$ cat src/rtl/apb_mailbox.sv
// apb_mailbox: APB slave exposing a TX FIFO (APB push, stream pop) and an
// RX FIFO (stream push, APB pop), with blocking accesses that stall on a
// full TX / empty RX FIFO and give up with an error after TIMEOUT cycles.
// Optional feature: define APB_MAILBOX_IRQ_EN to build the CTRL.irq_en flop
// and the registered interrupt; otherwise irq_o is tied low.
module apb_mailbox #(
    parameter int DEPTH   = 8,
    parameter int TIMEOUT = 16
) (
    input  logic        clk,
    input  logic        rst_n,
    input  logic [11:0] PADDR,
    input  logic [31:0] PWDATA,
    input  logic        PWRITE,
    input  logic        PSEL,
    input  logic        PENABLE,
    input  logic [3:0]  PSTRB,
    output logic [31:0] PRDATA,
    output logic        PREADY,
    output logic        PSLVERR,
    output logic        tx_valid_o,
    output logic [31:0] tx_data_o,
    input  logic        tx_ready_i,
    input  logic        rx_valid_i,
    input  logic [31:0] rx_data_i,
    output logic        rx_ready_o,
    output logic        irq_o
);

    localparam int PTR_W  = $clog2(DEPTH);
    localparam int CNT_W  = PTR_W + 1;
    localparam int WCNT_W = $clog2(TIMEOUT + 1);

    localparam logic [PTR_W-1:0]  PTR_ONE   = PTR_W'(1);
    localparam logic [CNT_W-1:0]  CNT_ONE   = CNT_W'(1);
    localparam logic [CNT_W-1:0]  CNT_FULL  = CNT_W'(DEPTH);
    localparam logic [WCNT_W-1:0] WCNT_ONE  = WCNT_W'(1);
    // Number of wait states after which a stalled access is abandoned.
    localparam logic [WCNT_W-1:0] WCNT_LAST = WCNT_W'(TIMEOUT - 1);

    localparam logic [1:0] REG_TXDATA = 2'd0;
    localparam logic [1:0] REG_RXDATA = 2'd1;
    localparam logic [1:0] REG_STATUS = 2'd2;
    localparam logic [1:0] REG_CTRL   = 2'd3;

    typedef enum logic {
        S_IDLE  = 1'b0,
        S_STALL = 1'b1
    } state_t;

    // ------------------------------------------------------------------
    // State
    // ------------------------------------------------------------------
    state_t              r_state;
    state_t              w_state_nxt;
    logic [WCNT_W-1:0]   r_wcnt;
    logic [WCNT_W-1:0]   w_wcnt_nxt;

    logic [31:0]         r_tx_mem [DEPTH];
    logic [PTR_W-1:0]    r_tx_wptr;
    logic [PTR_W-1:0]    r_tx_rptr;
    logic [CNT_W-1:0]    r_tx_cnt;

    logic [31:0]         r_rx_mem [DEPTH];
    logic [PTR_W-1:0]    r_rx_wptr;
    logic [PTR_W-1:0]    r_rx_rptr;
    logic [CNT_W-1:0]    r_rx_cnt;

    logic                r_err;
    logic                w_irq_en;

    // ------------------------------------------------------------------
    // Access decode
    // ------------------------------------------------------------------
    logic       w_access;
    logic [1:0] w_reg;
    logic       w_bad_addr;
    logic       w_err_acc;
    logic       w_tx_wr;
    logic       w_rx_rd;
    logic       w_tx_full;
    logic       w_tx_empty;
    logic       w_rx_full;
    logic       w_rx_empty;
    logic       w_block;
    logic       w_ready;
    logic       w_slverr;
    logic       w_done_ok;

    // Reset masks the access so nothing completes while rst_n is low.
    assign w_access   = rst_n & PSEL & PENABLE;
    assign w_reg      = PADDR[3:2];
    assign w_bad_addr = (PADDR[11:4] != 8'd0) | (PADDR[1:0] != 2'd0);

    assign w_err_acc  = w_bad_addr
                      | ((w_reg == REG_RXDATA) &  PWRITE)
                      | ((w_reg == REG_TXDATA) & !PWRITE)
                      | ((w_reg == REG_TXDATA) &  PWRITE & (PSTRB != 4'hF));

    assign w_tx_wr    = !w_err_acc & (w_reg == REG_TXDATA);
    assign w_rx_rd    = !w_err_acc & (w_reg == REG_RXDATA);

    // Full/empty always come from the start-of-cycle counts.
    assign w_tx_full  = (r_tx_cnt == CNT_FULL);
    assign w_tx_empty = (r_tx_cnt == '0);
    assign w_rx_full  = (r_rx_cnt == CNT_FULL);
    assign w_rx_empty = (r_rx_cnt == '0);

    assign w_block    = (w_tx_wr & w_tx_full) | (w_rx_rd & w_rx_empty);

    // ------------------------------------------------------------------
    // Access FSM
    // ------------------------------------------------------------------
    // State and wait-counter register.
    always_ff @(posedge clk or negedge rst_n) begin
        if (!rst_n) begin
            r_state <= S_IDLE;
            r_wcnt  <= '0;
        end else begin
            r_state <= w_state_nxt;
            r_wcnt  <= w_wcnt_nxt;
        end
    end

    // Next state, completion and error; the wait counter holds the number of
    // wait states already spent on the current access and is zero otherwise.
    always_comb begin
        w_state_nxt = r_state;
        w_wcnt_nxt  = r_wcnt;
        w_ready     = 1'b0;
        w_slverr    = 1'b0;
        case (r_state)
            S_IDLE: begin
                w_wcnt_nxt = '0;
                if (w_access) begin
                    if (w_err_acc) begin
                        w_ready  = 1'b1;
                        w_slverr = 1'b1;
                    end else if (w_block) begin
                        w_state_nxt = S_STALL;
                        w_wcnt_nxt  = WCNT_ONE;
                    end else begin
                        w_ready = 1'b1;
                    end
                end
            end
            S_STALL: begin
                if (!w_access) begin
                    // Master walked away: drop the access without side effects.
                    w_state_nxt = S_IDLE;
                    w_wcnt_nxt  = '0;
                end else if (w_err_acc) begin
                    w_ready     = 1'b1;
                    w_slverr    = 1'b1;
                    w_state_nxt = S_IDLE;
                    w_wcnt_nxt  = '0;
                end else if (!w_block) begin
                    w_ready     = 1'b1;
                    w_state_nxt = S_IDLE;
                    w_wcnt_nxt  = '0;
                end else if (r_wcnt >= WCNT_LAST) begin
                    w_ready     = 1'b1;
                    w_slverr    = 1'b1;
                    w_state_nxt = S_IDLE;
                    w_wcnt_nxt  = '0;
                end else begin
                    w_wcnt_nxt = r_wcnt + WCNT_ONE;
                end
            end
            default: begin
                w_state_nxt = S_IDLE;
                w_wcnt_nxt  = '0;
            end
        endcase
    end

    assign PREADY    = w_ready;
    assign PSLVERR   = w_slverr;
    assign w_done_ok = w_ready & !w_slverr;

    // ------------------------------------------------------------------
    // Register side effects
    // ------------------------------------------------------------------
    logic w_ctrl_wr;
    logic w_stat_wr;
    logic w_tx_flush;
    logic w_rx_flush;

    assign w_ctrl_wr  = w_done_ok & PWRITE & (w_reg == REG_CTRL) & PSTRB[0];
    assign w_stat_wr  = w_done_ok & PWRITE & (w_reg == REG_STATUS) & PSTRB[2];
    assign w_tx_flush = w_ctrl_wr & PWDATA[1];
    assign w_rx_flush = w_ctrl_wr & PWDATA[2];

    // ------------------------------------------------------------------
    // TX FIFO: pushed by APB, popped by the stream consumer
    // ------------------------------------------------------------------
    logic w_tx_push;
    logic w_tx_pop;

    assign w_tx_push  = w_done_ok & w_tx_wr & !w_tx_full;
    assign w_tx_pop   = !w_tx_empty & tx_ready_i;
    assign tx_valid_o = !w_tx_empty;
    assign tx_data_o  = r_tx_mem[r_tx_rptr];

    // TX pointers and count; a flush wins over any same-cycle push/pop.
    always_ff @(posedge clk or negedge rst_n) begin
        if (!rst_n) begin
            r_tx_wptr <= '0;
            r_tx_rptr <= '0;
            r_tx_cnt  <= '0;
        end else if (w_tx_flush) begin
            r_tx_wptr <= '0;
            r_tx_rptr <= '0;
            r_tx_cnt  <= '0;
        end else begin
            if (w_tx_push) r_tx_wptr <= r_tx_wptr + PTR_ONE;
            if (w_tx_pop)  r_tx_rptr <= r_tx_rptr + PTR_ONE;
            case ({w_tx_push, w_tx_pop})
                2'b10:   r_tx_cnt <= r_tx_cnt + CNT_ONE;
                2'b01:   r_tx_cnt <= r_tx_cnt - CNT_ONE;
                default: r_tx_cnt <= r_tx_cnt;
            endcase
        end
    end

    // TX storage write (not reset).
    always_ff @(posedge clk) begin
        if (w_tx_push) r_tx_mem[r_tx_wptr] <= PWDATA;
    end

    // ------------------------------------------------------------------
    // RX FIFO: pushed by the stream producer, popped by APB
    // ------------------------------------------------------------------
    logic w_rx_push;
    logic w_rx_pop;

    assign rx_ready_o = !w_rx_full;
    assign w_rx_push  = rx_valid_i & !w_rx_full;
    assign w_rx_pop   = w_done_ok & w_rx_rd & !w_rx_empty;

    // RX pointers and count; a flush wins over any same-cycle push/pop.
    always_ff @(posedge clk or negedge rst_n) begin
        if (!rst_n) begin
            r_rx_wptr <= '0;
            r_rx_rptr <= '0;
            r_rx_cnt  <= '0;
        end else if (w_rx_flush) begin
            r_rx_wptr <= '0;
            r_rx_rptr <= '0;
            r_rx_cnt  <= '0;
        end else begin
            if (w_rx_push) r_rx_wptr <= r_rx_wptr + PTR_ONE;
            if (w_rx_pop)  r_rx_rptr <= r_rx_rptr + PTR_ONE;
            case ({w_rx_push, w_rx_pop})
                2'b10:   r_rx_cnt <= r_rx_cnt + CNT_ONE;
                2'b01:   r_rx_cnt <= r_rx_cnt - CNT_ONE;
                default: r_rx_cnt <= r_rx_cnt;
            endcase
        end
    end

    // RX storage write (not reset).
    always_ff @(posedge clk) begin
        if (w_rx_push) r_rx_mem[r_rx_wptr] <= rx_data_i;
    end

    // ------------------------------------------------------------------
    // Sticky error flag
    // ------------------------------------------------------------------
    // Set by any error completion, cleared by writing 1 to STATUS bit 18.
    always_ff @(posedge clk or negedge rst_n) begin
        if (!rst_n) begin
            r_err <= 1'b0;
        end else if (w_ready & w_slverr) begin
            r_err <= 1'b1;
        end else if (w_stat_wr & PWDATA[18]) begin
            r_err <= 1'b0;
        end
    end

    // ------------------------------------------------------------------
    // Interrupt
    // ------------------------------------------------------------------
`ifdef APB_MAILBOX_IRQ_EN
    logic r_irq_en;
    logic r_irq;

    // CTRL.irq_en register.
    always_ff @(posedge clk or negedge rst_n) begin
        if (!rst_n) begin
            r_irq_en <= 1'b0;
        end else if (w_ctrl_wr) begin
            r_irq_en <= PWDATA[0];
        end
    end

    // Registered interrupt: pending RX data or a sticky error.
    always_ff @(posedge clk or negedge rst_n) begin
        if (!rst_n) begin
            r_irq <= 1'b0;
        end else begin
            r_irq <= r_irq_en & (!w_rx_empty | r_err);
        end
    end

    assign w_irq_en = r_irq_en;
    assign irq_o    = r_irq;
`else
    assign w_irq_en = 1'b0;
    assign irq_o    = 1'b0;
`endif

    // ------------------------------------------------------------------
    // Read data
    // ------------------------------------------------------------------
    logic [7:0] w_tx_cnt8;
    logic [7:0] w_rx_cnt8;

    assign w_tx_cnt8 = 8'(r_tx_cnt);
    assign w_rx_cnt8 = 8'(r_rx_cnt);

    // Read mux; zero unless a read completes without error.
    always_comb begin
        PRDATA = 32'd0;
        if (w_done_ok & !PWRITE) begin
            case (w_reg)
                REG_RXDATA: PRDATA = r_rx_mem[r_rx_rptr];
                REG_STATUS: PRDATA = {13'd0, r_err, w_rx_empty, w_tx_full,
                                      w_rx_cnt8, w_tx_cnt8};
                REG_CTRL:   PRDATA = {31'd0, w_irq_en};
                default:    PRDATA = 32'd0;
            endcase
        end
    end

endmodule
$ cat config.mk
export PLATFORM = sky130hd
export DESIGN_NAME = apb_mailbox
export DESIGN_NICKNAME = d
export VERILOG_FILES = /design/src/rtl/apb_mailbox.sv
export SDC_FILE = /design/constraint.sdc
export NUM_CORES = 1
export LEC_CHECK = 0
export CELL_PAD_IN_SITES_DETAIL_PLACEMENT = 1
export CELL_PAD_IN_SITES_GLOBAL_PLACEMENT = 1
export CORE_MARGIN = 1
export CORE_UTILIZATION = 31
export DETAILED_ROUTE_END_ITERATION = 16
export PLACE_DENSITY_LB_ADDON = 0.3
export SLEW_MARGIN = 20
export SYNTH_ARGS = -nofsm -noshare
export SYNTH_HDL_FRONTEND = slang
export SYNTH_SLANG_ARGS = --single-unit
$ cat constraint.sdc
create_clock -name clk -period 8.1 [get_ports clk]
set_clock_uncertainty 0.2 [all_clocks]
set_input_delay 1.62 -clock clk [delete_from_list [all_inputs] [get_ports clk]]
set_output_delay 1.62 -clock clk [all_outputs]
set_load 0.05 [all_outputs]
# [After elaboration in Yosys (flattened, before gate mapping)]
# Memory sizes are Yosys's and may differ from the RTL's.
# Index checks and enable logic that the tools add are counted.
# Widths: inputs -> output; s select.
[word_totals] elab_cells=133 regBits=27 mem_count=2 out_inout_bits=69 ram_bits=512 input_bits=87
[mem_list] name="r_rx_mem" words=8 width=32 rd=1 rd_ports_with_merged_regs=0 wr=1 line_no="64" text="logic [31:0] r_rx_mem [DEPTH];"
[mem_list] name="r_tx_mem" words=8 width=32 rd=1 rd_ports_with_merged_regs=0 wr=1 line_no="59" text="logic [31:0] r_tx_mem [DEPTH];"
[classes] n_eq_ne=10 n_bitwise=33 muxes=50 reduce_logical=19 n_addsub=9 order_cmp=1
[op_table] operator="$pmux 32 s2" count=1
[op_table] operator="$mux 32" count=1
[op_table] operator="$mux 1" count=28
[op_table] operator="$and 1x1->1" count=27
[op_table] operator="$mux 3" count=8
[op_table] operator="$mux 5" count=4
[op_table] operator="$pmux 4 s2" count=2
[op_table] operator="$add 3x1->3 const B" count=4
[op_table] operator="$reduce_bool 2->1" count=6
[op_table] operator="$pmux 5 s2" count=1
[op_table] operator="$add 4x1->4 const B" count=2
[op_table] operator="$eq 2x2->1 const B" count=4
[op_table] operator="$eq 4x4->1 const B" count=2
[op_table] operator="$logic_not 4->1" count=2
[op_table] operator="$mux 4" count=2
[op_table] operator="$reduce_bool 8->1" count=1
[op_table] operator="$sub 4x1->4 const B" count=2
[op_table] operator="$logic_not 1->1" count=7
[op_table] operator="$eq 2x1->1 const B" count=3
[op_table] operator="$pmux 1 s2" count=3
[op_table] operator="$reduce_bool 3->1" count=2
[op_table] operator="$add 5x1->5 const B" count=1
[op_table] operator="$ge 5x4->1 const B" count=1
[op_table] operator="$or 1x1->1" count=5
[op_table] operator="other kinds (3)" count=3

# [Logic depth before layout (Yosys ltp)]
# Gate-level depths: netlist of the first run.
[logic_depth] depth_word=21 depth_mapped=14 mapped_depth_nobuf=13

# [Least setup slack after synthesis of the first run]
# OpenSTA, ideal clock, no wires.
[synth_path] path_type="input port to flip-flop" start="input port PADDR[3]" end="memory r_tx_mem[4][0] (enable)" arrival_time_ps=6173 path_stages=8 setup_slack_ps=1214 required_ps=7387 path_cell_list="inv_1 > ha_1 > buf_6 > a211oi_2 > nand4_1 > nor2_1 > nand2_1 > nor4b_1"
[synth_via] elab_chain_cells=19 word_cells_on_any_way=34 classes_between="1 x eq/ne; 15 x mux; 15 x bitwise; 3 x reduce/logical"
[synth_rtl] element="from (decl)" line_no="12" text="input logic [11:0] PADDR,"
[synth_rtl] element="$eq 2x1->1" line_no="96, 101"
[synth_rtl] element="$and 1x1->1" line_no="96" text="| ((w_reg == REG_RXDATA) & PWRITE)"
[synth_rtl] element="$or 1x1->1" line_no="96"
[synth_rtl] element="$or 1x1->1" line_no="97" text="| ((w_reg == REG_TXDATA) & !PWRITE)"
[synth_rtl] element="$or 1x1->1" line_no="98" text="| ((w_reg == REG_TXDATA) & PWRITE & (PSTRB != 4'hF));"
[synth_rtl] element="$logic_not 1->1" line_no="100, 101"
[synth_rtl] element="$and 1x1->1, on equally long branches" line_no="100, 101"
[synth_rtl] element="$and 1x1->1" line_no="109" text="assign w_block = (w_tx_wr & w_tx_full) | (w_rx_rd & w_rx_empty);"
[synth_rtl] element="[2 not listed]"
[synth_rtl] element="$mux 1" line_no="152" text="end else if (w_err_acc) begin"
[synth_rtl] element="$mux 1" line_no="148" text="if (!w_access) begin"
[synth_rtl] element="$pmux 1 s2" line_no="132" text="case (r_state)"
[synth_rtl] element="$logic_not 1->1" line_no="179" text="assign w_done_ok = w_ready & !w_slverr;"
[synth_rtl] element="$and 1x1->1" line_no="179"
[synth_rtl] element="$and 1x1->1 * (2 in series)" line_no="200" text="assign w_tx_push = w_done_ok & w_tx_wr & !w_tx_full;"
[synth_rtl] element="$mux 1 *" line_no="228" text="if (w_tx_push) r_tx_mem[r_tx_wptr] <= PWDATA;"
[synth_rtl] element="$mux 1 (not written as such) *" line_no="228"
[synth_rtl] element="to (decl)" line_no="59"
# Every way passes the cells marked *; elsewhere a longest branch is shown, timed or not.

# [Worst setup path in the final report of the first run]
[layout_path] start="input port PADDR[3]" end="output port PRDATA[30]"
[layout_via] elab_chain_cells=17 word_cells_on_any_way=34 classes_between="2 x eq/ne; 15 x mux; 14 x bitwise; 3 x reduce/logical"
[layout_rtl] element="$eq 2x1->1" line_no="96, 101, 326"
[layout_rtl] element="$and 1x1->1" line_no="96"
[layout_rtl] element="$or 1x1->1" line_no="96"
[layout_rtl] element="$or 1x1->1" line_no="97"
[layout_rtl] element="$or 1x1->1" line_no="98"
[layout_rtl] element="$logic_not 1->1" line_no="100, 101"
[layout_rtl] element="$and 1x1->1, on equally long branches" line_no="100, 101"
[layout_rtl] element="$and 1x1->1" line_no="109"
[layout_rtl] element="$or 1x1->1" line_no="109"
[layout_rtl] element="$mux 1" line_no="157" text="end else if (!w_block) begin"
[layout_rtl] element="$mux 1" line_no="152"
[layout_rtl] element="$mux 1" line_no="148"
[layout_rtl] element="$pmux 1 s2" line_no="132"
[layout_rtl] element="$logic_not 1->1" line_no="179"
[layout_rtl] element="$and 1x1->1" line_no="179"
[layout_rtl] element="$and 1x1->1" line_no="325" text="if (w_done_ok & !PWRITE) begin"
[layout_rtl] element="$mux 32 *" line_no="325"
[layout_rtl] element="to (decl)" line_no="18" text="output logic [31:0] PRDATA,"
# Marks and branches as above.

==> out/results.md, run 1 <==
| Quantity | Value | Unit |
|---|---|---|
| Number of endpoints failing setup at the final stage | 0 | - |
| Number of H-tree levels | 2 | - |
| Final weighted congestion in routability-driven placement | 0.711 | - |
| Min Clock Period, post-route | 6.62 | ns |
| Layout cells sized above 1 | 27.9 | % |
| Placement Rows | 96 | - |
| Main synth FF type | edfxtp_1 | - |
| Hold Path Depth | 1 | - |
| Post_cts resized | 0 | - |
| Tcrit/Tclk final | 81.7 | % |
| P_leak | 8.18 | nW |
| Vias post-DR | 10400 | - |
| DR DRC count | 0 | - |
| Number of storage elements in the synthesis netlist | 539 | - |
| Via-to-Cell Ratio | 4.78 | - |
| Post-synth EDFFs | 512 | - |
| Via count of the first global-routing pass | 11400 | - |
| GRT Resource Usage Total | 14.4 | % |
| DPL Wire Length | 28.8 | mm |
| Post-Route Utilization | 38.2 | % |
| Die Y | 265 | um |
| Mean Syn Cell Area | 21.0 | um^2 |
| Netlist cell types | 57 | - |
| Worst slew margin relative to its limit | 40.1 | % |
| Max-slew violation count | 0 | - |
| Synth Instances | 1022 | - |
| # IOs | 156 | - |
| Total power of the final layout | 0.00784 | W |
| Crit path cell chain | clkdlybuf4s50_1 > inv_1 > ha_1 > buf_4 > a211oi_2 > nand4_1 > nor3_1 > nor4b_1 > clkdlybuf4s50_1 | - |
| Fill count | 6590 | - |
| Initial antenna violation count | 3 | - |
| TritonCTS clock tree | yes | - |
| Setup_tns | 0 | ns |
| TritonCTS buffer count | 58 | - |
| Worst r2r path cells | 5 | - |
| Area inside the core boundary | 68600 | um^2 |
| Hold-fix buffer count after cts | 0 | - |
| Maximum number of pins on one net before global-route repair | 56 | - |
| GRT overflow | 0 | - |
| Routed wire length per instance | 22.9 | um |
| Max-Cap Viols | 0 | - |
| Global-route wire length before repair | 74.5 | mm |
| Drt first pass iters | 7 | - |
| Sequential fraction of the synthesis area | 74.8 | % |
| Effective utilization at floorplan | 31.3 | % |
| Setup repair after global routing missed its margin | no | - |
| Number of warnings printed during yosys synthesis | 0 | - |
| Critical path class | in -> out | - |
| Non-filler cells, final | 2186 | - |
| Worst-case hold slack | 0.268 | ns |
| Floorplan die area | 70300 | um^2 |
| Post-route ant nets | 0 | - |
| Worst-skew pair later-pin latency | 0.61 | ns |
| Number of sinks handled by clock tree synthesis | 539 | - |
| Slew at the pin closest to its max-slew limit | 0.890 | ns |
| Count of final hold-check violations | 0 | - |
| Library cell appearing most often on the critical path | clkdlybuf4s50_1 | - |
| Post-Syn Nets | 1123 | - |
| Clock slew at the register clock pins of the worst setup and hold paths | 0.06 | ns |
| Placed instance count | 2079 | - |
| Result of the run | complete, no violations | - |
| Required time reported for the critical path endpoint | 6.28 | ns |
| IO buf count | 154 | - |
| X dimension of the die | 265 | um |
| Cell Area, Synth | 21500 | um^2 |
| P per Cell Area | 300 | nW/um^2 |
| Growth of design area from synthesis to finish | 22.1 | % |
| CTS Root Buffer Type | clkbuf_16 | - |
| Final WL | 50.0 | mm |
| Setup crit start kind | input port | - |
| Worst hold path type | reg -> reg | - |
| Detailed router's first-iteration violation count | 818 | - |
| Largest stage delay on the critical path | 0.96 | ns |
| Worst VDD drop | 0.171 | mV |
| Endpoint kind of the worst setup timing path | output port | - |
| Library cell contributing the largest single delay on the critical path | clkdlybuf4s50_1 | - |
| Critical path fanouts, max | 17 | - |
| Data arrival, critical path | 4.80 | ns |
| Post-CTS Setup Inserts | 0 | - |
| Achievable Freq | 151 | MHz |
| Final nets | 1309 | - |
| Synth async-reset ratio | 5.01 | % |
| Maximum buffer depth of the clock tree | 3 | - |
==> registers in the layout, summed over array words and instances, names as in the netlist, 3 cells and up <==
name and count:
r_rx_wptr 3, r_tx_wptr 3, r_tx_mem 256, r_rx_rptr 3
r_tx_cnt 4, r_wcnt 5, r_tx_rptr 3, r_rx_mem 256
r_rx_cnt 4
==> routing by layer <==
metal	GRT usage [%]	part of all wire [%]	vias to the layer above
li1	-	-	4598
met4	3.42	1.8	2
met3	2.90	5.4	71
met1	18.9	44	5510
met2	24.4	49	258
met5	0	0.018	-
==> cell usage after synthesis, drive strengths merged (2+ instances only) <==
cell | count | area, um^2
buf | 26 | 156
nor2b | 3 | 18.8
mux2i | 27 | 270
nor4 | 8 | 75.1
o21a | 4 | 30.0
nand3 | 5 | 25.0
nand2b | 3 | 18.8
and2 | 2 | 15.0
xnor3 | 2 | 45.0
nand4 | 7 | 50.1
mux2 | 47 | 529
a22oi | 11 | 82.6
and4 | 3 | 26.3
xnor2 | 5 | 43.8
and3 | 8 | 50.1
xor2 | 7 | 61.3
a211oi | 5 | 42.5
nor4b | 4 | 50.1
nand2 | 23 | 86.3
a31oi | 3 | 18.8
a21oi | 6 | 30.0
nor2 | 64 | 240
edfxtp | 512 | 15400
inv | 6 | 22.5
nor3 | 12 | 76.3
ha | 14 | 175
a32oi | 2 | 17.5
dfrtp | 27 | 676
mux4 | 128 | 2880
clkbuf | 29 | 109
a21boi | 3 | 22.5
nor3b | 2 | 15.0
==> cell type report <==
type	count	area, um^2	share of cell area [%]
timing repair buffer	181	1920	7.32
multi-input combinational	422	5220	20.0
antenna	2	5.00	0.0191
clock buffer	70	1500	5.72
tap	931	1160	4.45
sequential	539	16100	61.3
inverter	6	22.5	0.0860
clock inverter	35	292	1.11
==> final timing paths <==
path | from | end | slack (ns)
max | PADDR[3] | PRDATA[30] | 1.48
min | r_state | r_wcnt[0] | 0.27
max reg2reg | r_tx_cnt[1] | r_tx_mem[3][11] | 4.58
min reg2reg | r_state | r_wcnt[0] | 0.27
max in group asynchronous | rst_n | r_tx_rptr[0] | 6.10
min in group asynchronous | rst_n | r_wcnt[0] | 1.24
==> layout by cell type, fill, tap and decap left out, types with 7 or more instances in the layout <==
master and instances:
nor3_2 7, mux4_2 128, clkbuf_16 58, mux2i_1 27, clkinv_1 8, dfrtp_1 21, clkbuf_1 12, mux2_2 45
a22oi_1 11, clkinv_2 14, xor2_1 7, buf_4 38, clkdlybuf4s50_1 123, buf_12 20, ha_1 14, nor2_1 60
and3_1 8, nand2_1 23, edfxtp_1 512
==> where the power goes <==
group          switching, W  total (W)  internal (W)
clock network       0.00108    0.00250       0.00141
logic               0.00107    0.00187      0.000800
registers          0.000194    0.00348       0.00329
total               0.00234    0.00784       0.00550
==> kinds of logic after synthesis <==
| logic type | share of synthesized area [%] |
|---|---|
| compound gates | 1.41 |
| xor+xnor | 0.700 |
| fa+ha+maj | 0.863 |
| buf+inv | 1.34 |
| flops | 74.8 |
| mux | 17.2 |
| other cells | 0.0175 |
| simple gates | 3.69 |
==> worst max-delay path: cells and delay by family <==
family,cells,cell delay (ns)
buffers and inverters,4,1.76
adders and majority gates,1,0.18
and+or+nand+nor,3,0.82
AOI/OAI and AO/OA,1,0.42
==> per-stage QoR <==
step,worst slack [ns],area (um^2)
2_1_floorplan,1.21,21500
3_3_place_gp,1.49,24400
3_5_place_dp,1.51,24400
4_1_cts,1.48,26200
5_1_grt,1.24,26200
6_report,1.48,26200
(Power assumes the default switching activity.)
==> run 2, diff against run 1 <==
- clock period: 8.1 -> 5.91 ns (I/O delays scaled with it)
==> out/results.md, run 2 (same netlist as run 1, synthesis figures left out) <==
| Quantity | Value | Unit |
|---|---|---|
| Result of the run | complete, no violations | - |
| IO buf count | 154 | - |
| P per Cell Area | 408 | nW/um^2 |
| Tcrit/Tclk final | 93.8 | % |
| Global-route wire length before repair | 74.1 | mm |
| Crit path cell chain | clkdlybuf4s50_1 > inv_1 > ha_1 > a211oi_2 > nand4_1 > nor3_1 > nand3b_1 > nor2_1 > buf_12 | - |
| Worst VDD drop | 0.258 | mV |
| DPL Wire Length | 29.3 | mm |
| TritonCTS clock tree | yes | - |
| Length of routed met2 wiring | 24.5 | mm |
| Worst-skew pair later-pin latency | 0.62 | ns |
| Post-route design area | 26400 | um^2 |
| GRT Resource Usage Total | 14.2 | % |
| Largest stage delay on the critical path | 0.60 | ns |
| Sum of met3 wire segment lengths after detailed routing | 2.57 | mm |
| Maximum buffer depth of the clock tree | 3 | - |
| Worst hold path type | reg -> reg | - |
| Most common cell after layout, fill and taps aside | edfxtp_1 | - |
| Final weighted congestion in routability-driven placement | 0.732 | - |
| Commonest cells after routing, fill and taps aside | 512 x edfxtp_1, 128 x mux4_2, 121 x clkdlybuf4s50_1 | - |
| Via count of the first global-routing pass | 11600 | - |
| Effective utilization at floorplan | 31.3 | % |
| Drt first pass iters | 7 | - |
| Routed wire length per instance | 22.6 | um |
| Min Clock Period, post-route | 5.54 | ns |
| Metal-1 WL | 21.5 | mm |
| Slew at the pin closest to its max-slew limit | 0.975 | ns |
| Uppermost signal routing layer after detailed routing | met5 | - |
| GRT overflow | 0 | - |
| Worst slew margin relative to its limit | 35.0 | % |
| Count of final hold-check violations | 0 | - |
| Number of buffer and inverter instances along the worst setup path | 3 | - |
| Combined flip-flop and latch cell area | 16100 | um^2 |
| Initial antenna violation count | 6 | - |
| Maximum number of pins on one net before global-route repair | 44 | - |
| Number of H-tree levels | 2 | - |
| TritonCTS buffer count | 59 | - |
| Max-slew violation count | 0 | - |
| Die Y | 265 | um |
| Data arrival, critical path | 4.16 | ns |
| DR DRC count | 0 | - |
| Post-CTS Setup Inserts | 0 | - |
| Number of endpoints failing setup at the final stage | 0 | - |
| Critical path fanouts, max | 11 | - |
| Achievable Freq | 180 | MHz |
| Worst-case hold slack | 0.248 | ns |
| Max-Cap Viols | 0 | - |
| Library cell contributing the largest single delay on the critical path | nor3_1 | - |
| Setup crit start kind | input port | - |
| Post_cts resized | 0 | - |
| Vias post-DR | 10500 | - |
| CTS Root Buffer Type | clkbuf_16 | - |
| Placement Rows | 96 | - |
| Critical path class | in -> out | - |
| Area inside the core boundary | 68600 | um^2 |
| Post-route ant nets | 0 | - |
| P_leak | 8.28 | nW |
| Floorplan die area | 70300 | um^2 |
| Number of sinks handled by clock tree synthesis | 539 | - |
| Crit path max-delay family | simple AND/OR/NAND/NOR gates | - |
| Detailed router's first-iteration violation count | 704 | - |
| Setup_tns | 0 | ns |
| Final WL | 49.5 | mm |
| Fill count | 6608 | - |
| Growth of design area from synthesis to finish | 23.2 | % |
| Multi-input gate area | 5240 | um^2 |
| Area of placed instances | 24600 | um^2 |
| Hold-fix buffer count after cts | 0 | - |
| # IOs | 156 | - |
| Largest registers ranked by flip-flop count | r_rx_mem: 256 flops, r_tx_mem: 256 flops, r_wcnt: 5 flops | - |
| Required time reported for the critical path endpoint | 4.53 | ns |
| Clock slew at the register clock pins of the worst setup and hold paths | 0.06 | ns |
| Layout cells sized above 1 | 28.0 | % |
| X dimension of the die | 265 | um |
| Endpoint kind of the worst setup timing path | output port | - |
| Final nets | 1316 | - |
| Setup repair after global routing missed its margin | no | - |
| Via-to-Cell Ratio | 4.78 | - |
## run 2: cell count changes in the layout (fill, tap and decap cells not counted), sizes merged
| cell | change |
|---|---|
| clkinvlp | -4 |
| bufinv | -1 |
| buf | +8 |
| clkinv | +7 |
| diode | -1 |
| clkdlybuf4s50 | -2 |
## run 2: layout make-up
class / count / share of cell area, %
Clock inverter: 37 / 1.02
Antenna cell: 1 / 0.00946
Sequential cell: 539 / 60.7
Multi-Input combinational cell: 422 / 19.8
Inverter: 6 / 0.0852
Tap cell: 931 / 4.41
Timing Repair Buffer: 187 / 8.11
Clock buffer: 70 / 5.82
## run 2: stage by stage
stage / setup slack (ns) / cells / total power, W / util, %
finish: 0.366 / 2193 / 0.0108 / 38.6
global route: 0.218 / 2192 / 0.0112 / 38.5
CTS: 0.433 / 2192 / 0.0110 / 38.5
detailed placement: 0.459 / 2085 / 0.00748 / 35.9
global placement: 0.532 / 2085 / 0.00744 / 35.9
floorplan: 0.452 / 1022 / 0.00660 / -
## run 2: path summary, 6_finish.rpt
kind | start | to | slack, ns | cells past startpoint
min in group asynchronous | rst_n | r_tx_rptr[2] | 0.80 | 2
worst min-delay path | r_state | r_wcnt[0] | 0.25 | 1
worst min register to register | r_state | r_wcnt[0] | 0.25 | 1
worst max register to register | r_rx_cnt[1] | r_tx_mem[4][7] | 2.65 | 5
max in group asynchronous | rst_n | r_tx_rptr[0] | 4.36 | 2
worst max-delay path | PADDR[3] | PRDATA[9] | 0.37 | 9
## run 2: power by group
part	internal [W]	leakage, nW	switching [W]
Sequential	0.00451	4.96	0.000268
Clock	0.00194	0.888	0.00149
Combinational	0.00112	2.43	0.00145
Total	0.00757	8.28	0.00321
## run 2: metal layers
layer,vias up,global-route usage [%]
met5,-,0
met4,4,3.34
met3,64,2.95
met2,237,24.2
met1,5579,18.6
li1,4605,-
